File: config.mk
export PLATFORM = sky130hd
export DESIGN_NAME = piso_tx
export DESIGN_NICKNAME = d
export VERILOG_FILES = /design/src/rtl/piso_tx.sv
export SDC_FILE = /design/constraint.sdc
export NUM_CORES = 1
export LEC_CHECK = 0
export CAP_MARGIN = 25
export CORE_AREA = 2 2 48 59
export DETAILED_ROUTE_END_ITERATION = 16
export DIE_AREA = 0 0 50 61
export PLACE_DENSITY = 0.54
export SLEW_MARGIN = 20
export SYNTH_ARGS = -nofsm -noshare
export SYNTH_HDL_FRONTEND = slang
export SYNTH_SLANG_ARGS = --single-unit
export TNS_END_PERCENT = 50
File: constraint.sdc
create_clock -name clk -period 1.7 [get_ports clk]
set_input_delay 0.255 -clock clk [delete_from_list [all_inputs] [get_ports clk]]
set_output_delay 0.255 -clock clk [all_outputs]
set_load 0.02 [all_outputs]
File: src/rtl/piso_tx.sv
// piso_tx: parallel-in / serial-out transmitter.
// Accepts a WIDTH-bit word when ready, shifts it out on sdo (MSB or LSB first)
// with frame high for every frame bit, then pulses done for one cycle.
// The done cycle is spent in IDLE, so a new word can be accepted at the edge
// that ends it, giving gap-free back-to-back frames.
// Optional feature: define PISO_TX_PARITY_EN to append one even-parity bit.
module piso_tx #(
   parameter int WIDTH     = 8,
   parameter int MSB_FIRST = 1
) (
   input  logic             clk,
   input  logic             rst,
   input  logic [WIDTH-1:0] data_in,
   input  logic             load,
   output logic             ready,
   output logic             sdo,
   output logic             frame,
   output logic             done
);

   localparam int CW = $clog2(WIDTH + 1);
   localparam logic [CW-1:0] LAST_IDX = CW'(WIDTH - 1);

`ifdef PISO_TX_PARITY_EN
   typedef enum logic [1:0] {IDLE = 2'd0, SHIFT = 2'd1, PAR = 2'd2} state_t;
`else
   typedef enum logic [1:0] {IDLE = 2'd0, SHIFT = 2'd1} state_t;
`endif

   state_t           state, state_nxt;
   logic [WIDTH-1:0] sreg, sreg_nxt;
   logic [CW-1:0]    cnt, cnt_nxt;
   logic             sdo_nxt, frame_nxt, done_nxt;
`ifdef PISO_TX_PARITY_EN
   logic             par_bit, par_bit_nxt;
`endif

   // First serial bit of a freshly loaded word.
   function automatic logic first_bit(input logic [WIDTH-1:0] w);
      return (MSB_FIRST != 0) ? w[WIDTH-1] : w[0];
   endfunction

   // Bit that follows the one currently on sdo; sreg still holds it unshifted.
   function automatic logic next_bit(input logic [WIDTH-1:0] w);
      return (MSB_FIRST != 0) ? w[WIDTH-2] : w[1];
   endfunction

   // Move the shift register one position toward the output end.
   function automatic logic [WIDTH-1:0] advance(input logic [WIDTH-1:0] w);
      return (MSB_FIRST != 0) ? (w << 1) : (w >> 1);
   endfunction

   // The done cycle is an IDLE cycle, so ready covers both cases.
   assign ready = (state == IDLE);

   // Next-state and next-output decode; sdo/frame/done default to the idle value.
   always_comb begin
      state_nxt   = state;
      sreg_nxt    = sreg;
      cnt_nxt     = cnt;
      sdo_nxt     = 1'b0;
      frame_nxt   = 1'b0;
      done_nxt    = 1'b0;
`ifdef PISO_TX_PARITY_EN
      par_bit_nxt = par_bit;
`endif
      case (state)
         IDLE: begin
            if (load) begin
               state_nxt   = SHIFT;
               sreg_nxt    = data_in;
               cnt_nxt     = '0;
               sdo_nxt     = first_bit(data_in);
               frame_nxt   = 1'b1;
`ifdef PISO_TX_PARITY_EN
               par_bit_nxt = ^data_in;
`endif
            end
         end
         SHIFT: begin
            if (cnt == LAST_IDX) begin
`ifdef PISO_TX_PARITY_EN
               state_nxt = PAR;
               sdo_nxt   = par_bit;
               frame_nxt = 1'b1;
`else
               state_nxt = IDLE;
               done_nxt  = 1'b1;
`endif
            end else begin
               cnt_nxt   = cnt + CW'(1);
               sreg_nxt  = advance(sreg);
               sdo_nxt   = next_bit(sreg);
               frame_nxt = 1'b1;
            end
         end
`ifdef PISO_TX_PARITY_EN
         PAR: begin
            state_nxt = IDLE;
            done_nxt  = 1'b1;
         end
`endif
         default: state_nxt = IDLE;
      endcase
   end

   // State and registered outputs; reset wins over everything, including load.
   always_ff @(posedge clk) begin
      if (rst) begin
         state   <= IDLE;
         sreg    <= '0;
         cnt     <= '0;
         sdo     <= 1'b0;
         frame   <= 1'b0;
         done    <= 1'b0;
`ifdef PISO_TX_PARITY_EN
         par_bit <= 1'b0;
`endif
      end else begin
         state   <= state_nxt;
         sreg    <= sreg_nxt;
         cnt     <= cnt_nxt;
         sdo     <= sdo_nxt;
         frame   <= frame_nxt;
         done    <= done_nxt;
`ifdef PISO_TX_PARITY_EN
         par_bit <= par_bit_nxt;
`endif
      end
   end

endmodule
[Word level (Yosys, flattened, before mapping)]
Index checks and enable logic that the tools add are counted.
Word-level totals
  bits in registers: 16
  output and inout bits: 4
  word-level logic and storage cells: 34
Operators by class
  add/sub/neg operators: 1
  equal/unequal tests: 5
  mux-type cells: 16
  bitwise operators: 1
  reduce and logical (&&, ||, !) cells: 5
Operators by type and width (count)
  $mux W7: 2
  $pmux W7 S2: 1
  $mux W4: 2
  $pmux W4 S2: 1
  $ne A2 B2 Y1 const B: 3
  $mux W1: 5
  $add A4 B1 Y4 const B: 1
  $eq A4 B3 Y1 const B: 1
  $mux W2: 2
  $pmux W1 S2: 2
  $pmux W2 S2: 1
  $reduce_and A3 Y1: 1
  $eq A2 B1 Y1 const B: 1
  $logic_not A2 Y1: 1
  $reduce_and A2 Y1: 1
  $reduce_bool A2 Y1: 1
  $reduce_or A2 Y1: 1
  $not A1 Y1: 1

[Logic depth before layout (Yosys ltp)]
Gate-level depths: netlist of run 1.
  depth in word-level cells: 3
  depth in mapped cells: 5
  depth with buffers taken out: 4

[Least setup slack after synthesis of run 1]
No wires, ideal clock.
  kind: flip-flop to flip-flop
  start point: register cnt[0]
  end point: register cnt[0]
  arrival time: 1.234 ns
  path slack: 0.360 ns
  stages on the path, launching flop included: 5
  path buffers: 0
  period minus slack after synthesis: 1.340 ns
  cell sequence: dfxtp_1 ha_1 nand3b_1 or4b_1 o311ai_0
Between the ends
  cells in the longest elaborated chain, start to end: 3
  elaborated cells on any way between the ends: 6
  classes of those cells: 1 x add/sub; 2 x eq/ne; 2 x mux; 1 x reduce/logical
Ends and longest elaborated chain
  from (decl): line 32  | logic [CW-1:0] cnt, cnt_nxt;
  from (signal assigned): line 122  | cnt <= cnt_nxt;
  $add A4 B1 Y4 or $eq A4 B3 Y1 (tied branches): line 91, 81
  $mux W4 or $ne A2 B2 Y1 (tied branches)
  $pmux W4 S2 or $reduce_and A3 Y1 (tied branches)
Several ways; a longest one is shown, not always the timed one. The select of a mux whose other input is x is not followed.
A chain may end at the register's enable or synchronous reset.

[Worst setup path in the final report of run 1]
  start point: register state[0]
  end point: output port ready
Between the ends
  cells in the longest elaborated chain, start to end: 1
Ends and longest elaborated chain
  from (decl): line 30  | state_t state, state_nxt;
  from (signal assigned): line 120  | state <= state_nxt;
  $logic_not A2 Y1: line 54  | assign ready = (state == IDLE);
  to (decl): line 15  | output logic ready,
No other way between the ends.

==> results_dict.tcl, run 1 <==
set metrics [dict create \
    cp_max_fo 6 \
    fillCellCount 259 \
    fin_crit_sh_pct 94.4 \
    pre_cts_ws_ns 0.162 \
    place.detailed.hpwl_um 1000 \
    clock_latency_ns 0.29 \
    syn-num-nets 91 \
    ant_nets 0 \
    die-area_um2 3050 \
    syn_to_final_growth_pct 27.8 \
    maxCapViolations 0 \
    grtUsageTotal_pct 10.3 \
    crit_chain "inv_6 > clkdlybuf4s50_1" \
    yosys_warnings 0 \
    antenna_found_initial 0 \
    cts_hold_buf 0 \
    cts_setup_buffers 0 \
    worstPathArrival_ns 1.35 \
    cts.sinks 15 \
    diodes 0 \
    ys_seq_area_share_pct 42.0 \
    holdWs_ns 0.478 \
    syn_avg_cell_area_um2 9.04 \
    yosysTopAreaCell "dfxtp_1" \
    worstPathRequired_ns 1.44 \
    worst_pin_slew_ns 0.268 \
    crit_family "buffers and inverters" \
    vias_per_cell 4.81 \
    synthesis.area_um2 714 \
    tns_ns 0 \
    cts_inserted_buffers 3 \
    rsz0062_at_grt "false" \
    synth_edf_count 0 \
    multi_input_comb_area_um2 359 \
    io_buffers 14 \
    grt_pass1_wl_um 2320 \
    ys_seq_elements 15 \
    min_period_ns 1.60 \
    place_area_um2 887 \
    grt_overflow 0 \
    ff_latch_area_um2 300 \
    run_status "finished clean" \
    synthArstFlopShare_pct 0 \
    synthTopCellsByCount "15 x dfxtp_1, 8 x a21oi_1, 7 x o21ai_0" \
    grt_pass1_vias 512 \
    post_drt_wl_per_cell_um 11.3 \
    vias 621 \
    cts_tree "yes" \
    clockBufferDepth 2 \
    chipHeight_um 61 \
    synth_cells 79 \
    place_congestion 0.686 \
    clock.fmax_mhz 623 \
    yosysMostFrequentCell "dfxtp_1" \
    peakVddDrop_uv 319 \
    startpoint_type "flop" \
    synthTopCellsByArea "dfxtp_1 42%, mux2i_1 8.4%, a21oi_1 5.6%, o21ai_0 4.9%, buf_6 4.7%" \
    powerDensity_nw_per_um2 772 \
    final_layout_size_suffix_gt1_share_pct 12.5 \
    cts_resized 0 \
    num_io_pins 15 \
    grt_max_degree 18 \
    ys_types 25 \
    initial_core_util_pct 28.8 \
    first_pass_iters 4 \
    ctsRootBufferMaster "clkbuf_4" \
    cp_slowest_cell "clkdlybuf4s50_1" \
    drt_iter0_markers 13 \
    htree_levels 1 \
    slew-limit-headroom_pct 82.1 \
    synth_top_area_share_pct 42.0 \
    finalMaxSlewViolations 0 \
    critPathBufInv 2 \
    synthFlopType "dfxtp_1" \
    total_power_mw 0.705 \
    hold_viol 0 \
    p_leak_nw 0.330 \
    clkSlewWorstSetupHoldPaths_ns 0.09 \
    routed_wl_um 1450 \
    min_path_type "flop to flop" \
    slowest_delay_ns 0.59 \
    report.final.setup_viol 0 \
    drcViolationCount 0 \
    postLayoutCellArea_um2 913 \
    worstSetupEndpointType "output port" \
    final_nets 109 \
    fin_skew_ns 0.00205 \
    crit_type "flop to output port" \
    setup_ws_ns 0.0958 \
    rows 20 \
    fp.dieW_um 50 \
    core_um2 2480 \
]
==> placed cells by master (no fill, tap or decap), types with 2 or more instances in the layout <==
cell type        instances
nor2_1                   3
clkbuf_4                 3
a31oi_1                  2
mux2i_1                  6
buf_4                    5
or3_1                    5
o21ai_0                  7
nor3_1                   3
clkdlybuf4s50_1         14
nand2_1                  6
a21oi_1                  8
dfxtp_1                 15
nand3_1                  6
==> through the flow <==
stage          instances  utilization [%]
3_5_place_dp         125             35.8
5_1_grt              129             36.9
6_report             129             36.9
4_1_cts              129             36.9
3_3_place_gp         125             35.8
2_1_floorplan         79                -
==> area by class of cell <==
class                      count  share of cell area [%]
clock buffer                   4                    2.88
inverter                       1                   0.959
multi-input combinational     57                    39.3
sequential                    15                    32.9
tap                           33                    4.52
timing repair buffer          19                    19.5
==> registers in the layout, indices dropped and copies added, names as in the netlist <==
signal,count
sdo,1
cnt,4
state,1
frame,1
done,1
sreg,7
==> kinds of logic (layout without fill, tap and decap cells) <==
group	count (synthesis)	count (layout)	synth area share (%)
fa+ha+maj	1	1	1.75
mux	6	6	8.41
xor+xnor	1	1	1.23
buf+inv	7	24	7.71
flops	15	15	42.0
simple gates	29	29	22.9
compound gates	20	20	15.9
==> worst min-delay path: stages, from the launching register on <==
cell	delay [ns]
dfxtp_1	0.32
o21ai_0	0.07
a21oi_1	0.06
==> layer usage <==
metal  routed length, µm  track usage [%]  share of wire, %  vias up
li1                    -                -                 -      321
met2                 669             16.0                46       14
met3                  45             1.48               3.1        5
met1                 696             12.9                48      281
met5                   0                0                 0        -
met4                  41             8.33               2.8        0
==> where the power goes <==
part | switching [mW] | leakage (nW) | internal [mW] | total, mW
combinational | 0.0502 | 0.192 | 0.0639 | 0.114
clock | 0.119 | 0.0150 | 0.0913 | 0.210
sequential | 0.0114 | 0.123 | 0.370 | 0.381
==> path summary, 6_finish.rpt <==
path         startpoint  endpoint  slack (ns)  cells past startpoint
min reg2reg     sreg[3]   sreg[3]        0.48                      2
max reg2reg      cnt[0]    cnt[0]        0.20                      4
max            state[0]     ready         0.1                      2
min             sreg[3]   sreg[3]        0.48                      2
No activity file was read; power rests on OpenSTA's default activity.
==> inputs of run 2 (changes only) <==
--- a/config.mk
+++ b/config.mk
@@ -6,9 +6,10 @@
 export NUM_CORES = 1
 export LEC_CHECK = 0
 export CAP_MARGIN = 25
-export CORE_AREA = 2 2 48 59
+export CORE_AREA = 5 5 51 62
 export DETAILED_ROUTE_END_ITERATION = 16
-export DIE_AREA = 0 0 50 61
+export DIE_AREA = 0 0 56 67
+export MAX_ROUTING_LAYER = met4
 export PLACE_DENSITY = 0.54
 export SLEW_MARGIN = 20
 export SYNTH_ARGS = -nofsm -noshare
==> run 2 against run 1 <==
Cell count is 0.78% higher. Clock power is 2% lower. Largest cell class unchanged. Sequential share of layout area is 0.22 points lower. Combinational power hardly changed. Utilization is 0.40 points higher.
==> results_dict.tcl, run 2 (synthesis results as in run 1) <==
set metrics [dict create \
    p_leak_nw 0.337 \
    num_io_pins 15 \
    rrSetupSlack_ns 0.21 \
    cts.sinks 15 \
    worstPathArrival_ns 1.34 \
    fp.dieW_um 56 \
    clkSlewWorstSetupHoldPaths_ns 0.09 \
    crit_type "flop to output port" \
    cp_max_fo 7 \
    maxCapViolations 0 \
    layout_common_cells "14 x dfxtp_1, 14 x clkdlybuf4s50_1, 8 x a21oi_1" \
    grt_pass1_vias 602 \
    initial_core_util_pct 28.8 \
    place_congestion 0.692 \
    rsz0062_at_grt "false" \
    rows 20 \
    ant_nets 0 \
    slowest_delay_ns 0.60 \
    grt_overflow 0 \
    fin_skew_ns 0.00338 \
    min_path_type "flop to flop" \
    fillCellCount 255 \
    powerDensity_nw_per_um2 758 \
    cp_slowest_cell "clkdlybuf4s50_1" \
    grt_max_degree 18 \
    crit_chain "inv_6 > clkdlybuf4s50_1" \
    holdWs_ns 0.473 \
    largest_register_ffs 7 \
    tns_ns 0 \
    first_pass_iters 4 \
    clock.fmax_mhz 626 \
    report.final.setup_viol 0 \
    worst_pin_slew_ns 0.258 \
    cts_hold_buf 0 \
    diodes 0 \
    worstSetupEndpointType "output port" \
    cts_inserted_buffers 3 \
    chipHeight_um 67 \
    grt_pass1_wl_um 2530 \
    final_layout_size_suffix_gt1_share_pct 15.5 \
    io_buffers 14 \
    worstPathRequired_ns 1.44 \
    total_power_mw 0.700 \
    clockBufferDepth 2 \
    hold_viol 0 \
    grtUsageMet2_pct 15.5 \
    pre_cts_ws_ns 0.114 \
    syn_to_final_growth_pct 29.2 \
    min_period_ns 1.60 \
    finalMaxSlewViolations 0 \
    drt_iter0_markers 11 \
    vias_per_cell 4.77 \
    grtUsageTotal_pct 8.78 \
    vias 620 \
    routed_wl_um 1510 \
    die-area_um2 3750 \
    setup_ws_ns 0.102 \
    reg_top3 "sreg (7), cnt (4)" \
    startpoint_type "flop" \
    critPathBufInv 2 \
    peakVddDrop_uv 337 \
    use_met1_pct 9.35 \
    final_nets 110 \
    drcViolationCount 0 \
    busiest_layer "met2" \
    ctsRootBufferMaster "clkbuf_4" \
    htree_levels 1 \
    clock_latency_ns 0.28 \
    post_drt_wl_per_cell_um 11.6 \
    run_status "finished clean" \
    core_um2 2480 \
    place.detailed.hpwl_um 1080 \
    top_register "sreg" \
    met3_usage_pct 1.74 \
    fin_crit_sh_pct 94.0 \
    antenna_found_initial 0 \
    cts_tree "yes" \
    slew-limit-headroom_pct 82.6 \
    crit_family "buffers and inverters" \
]
-- run 2: changes by cell type in the layout (fill, tap and decap cells not counted), sizes merged --
| cell | change |
|---|---|
| clkbuf | -1 |
| buf | +1 |
| clkinv | +1 |
-- run 2: metal layers --
metal	vias up	part of all wire (%)	wire length (µm)
li1	322	-	-
met1	284	44	664
met2	12	52	777
met3	2	3.3	50
met4	0	0.80	12
met5	-	0	0
-- run 2: what timing repair did --
item / 4_1_cts / 5_1_grt
endpoints found under the setup margin: 1 / 0
resized for setup: 1 / 0
setup buffers: 0 / 0
hold endpoints to repair: 0 / 0
-- run 2: tightest hold or removal path, stage by stage, from the launching register on --
cell and delay, ns:
dfxtp_1 0.31, o21ai_0 0.06, a21oi_1 0.06
-- run 2: where the power goes --
| group | switching, mW | internal [mW] |
|---|---|---|
| Sequential | 0.0131 | 0.370 |
| Clock | 0.118 | 0.0872 |
| Combinational | 0.0479 | 0.0639 |
-- run 2: cell type report --
type                       count  area [µm²]  share of cell area, %
tap                           33        41.3                   4.47
inverter                       1        8.76                  0.949
clock inverter                 1        5.00                  0.542
sequential                    15         302                   32.7
multi-input combinational     57         359                   38.9
clock buffer                   3        22.5                   2.44
timing repair buffer          20         185                   20.1
-- run 2: final timing paths --
kind,end,from,cells past startpoint
setup / recovery,ready,state[0],2
hold / removal,sreg[4],sreg[4],2
setup reg to reg,sreg[2],cnt[0],4
hold reg to reg,sreg[4],sreg[4],2
-- run 2: through the flow --
stage	cells	area (µm²)	utilization [%]
CTS	130	923	37.3
finish	130	923	37.3
global placement	126	895	36.1
global route	130	923	37.3
floorplan	79	714	-
detailed placement	126	895	36.1
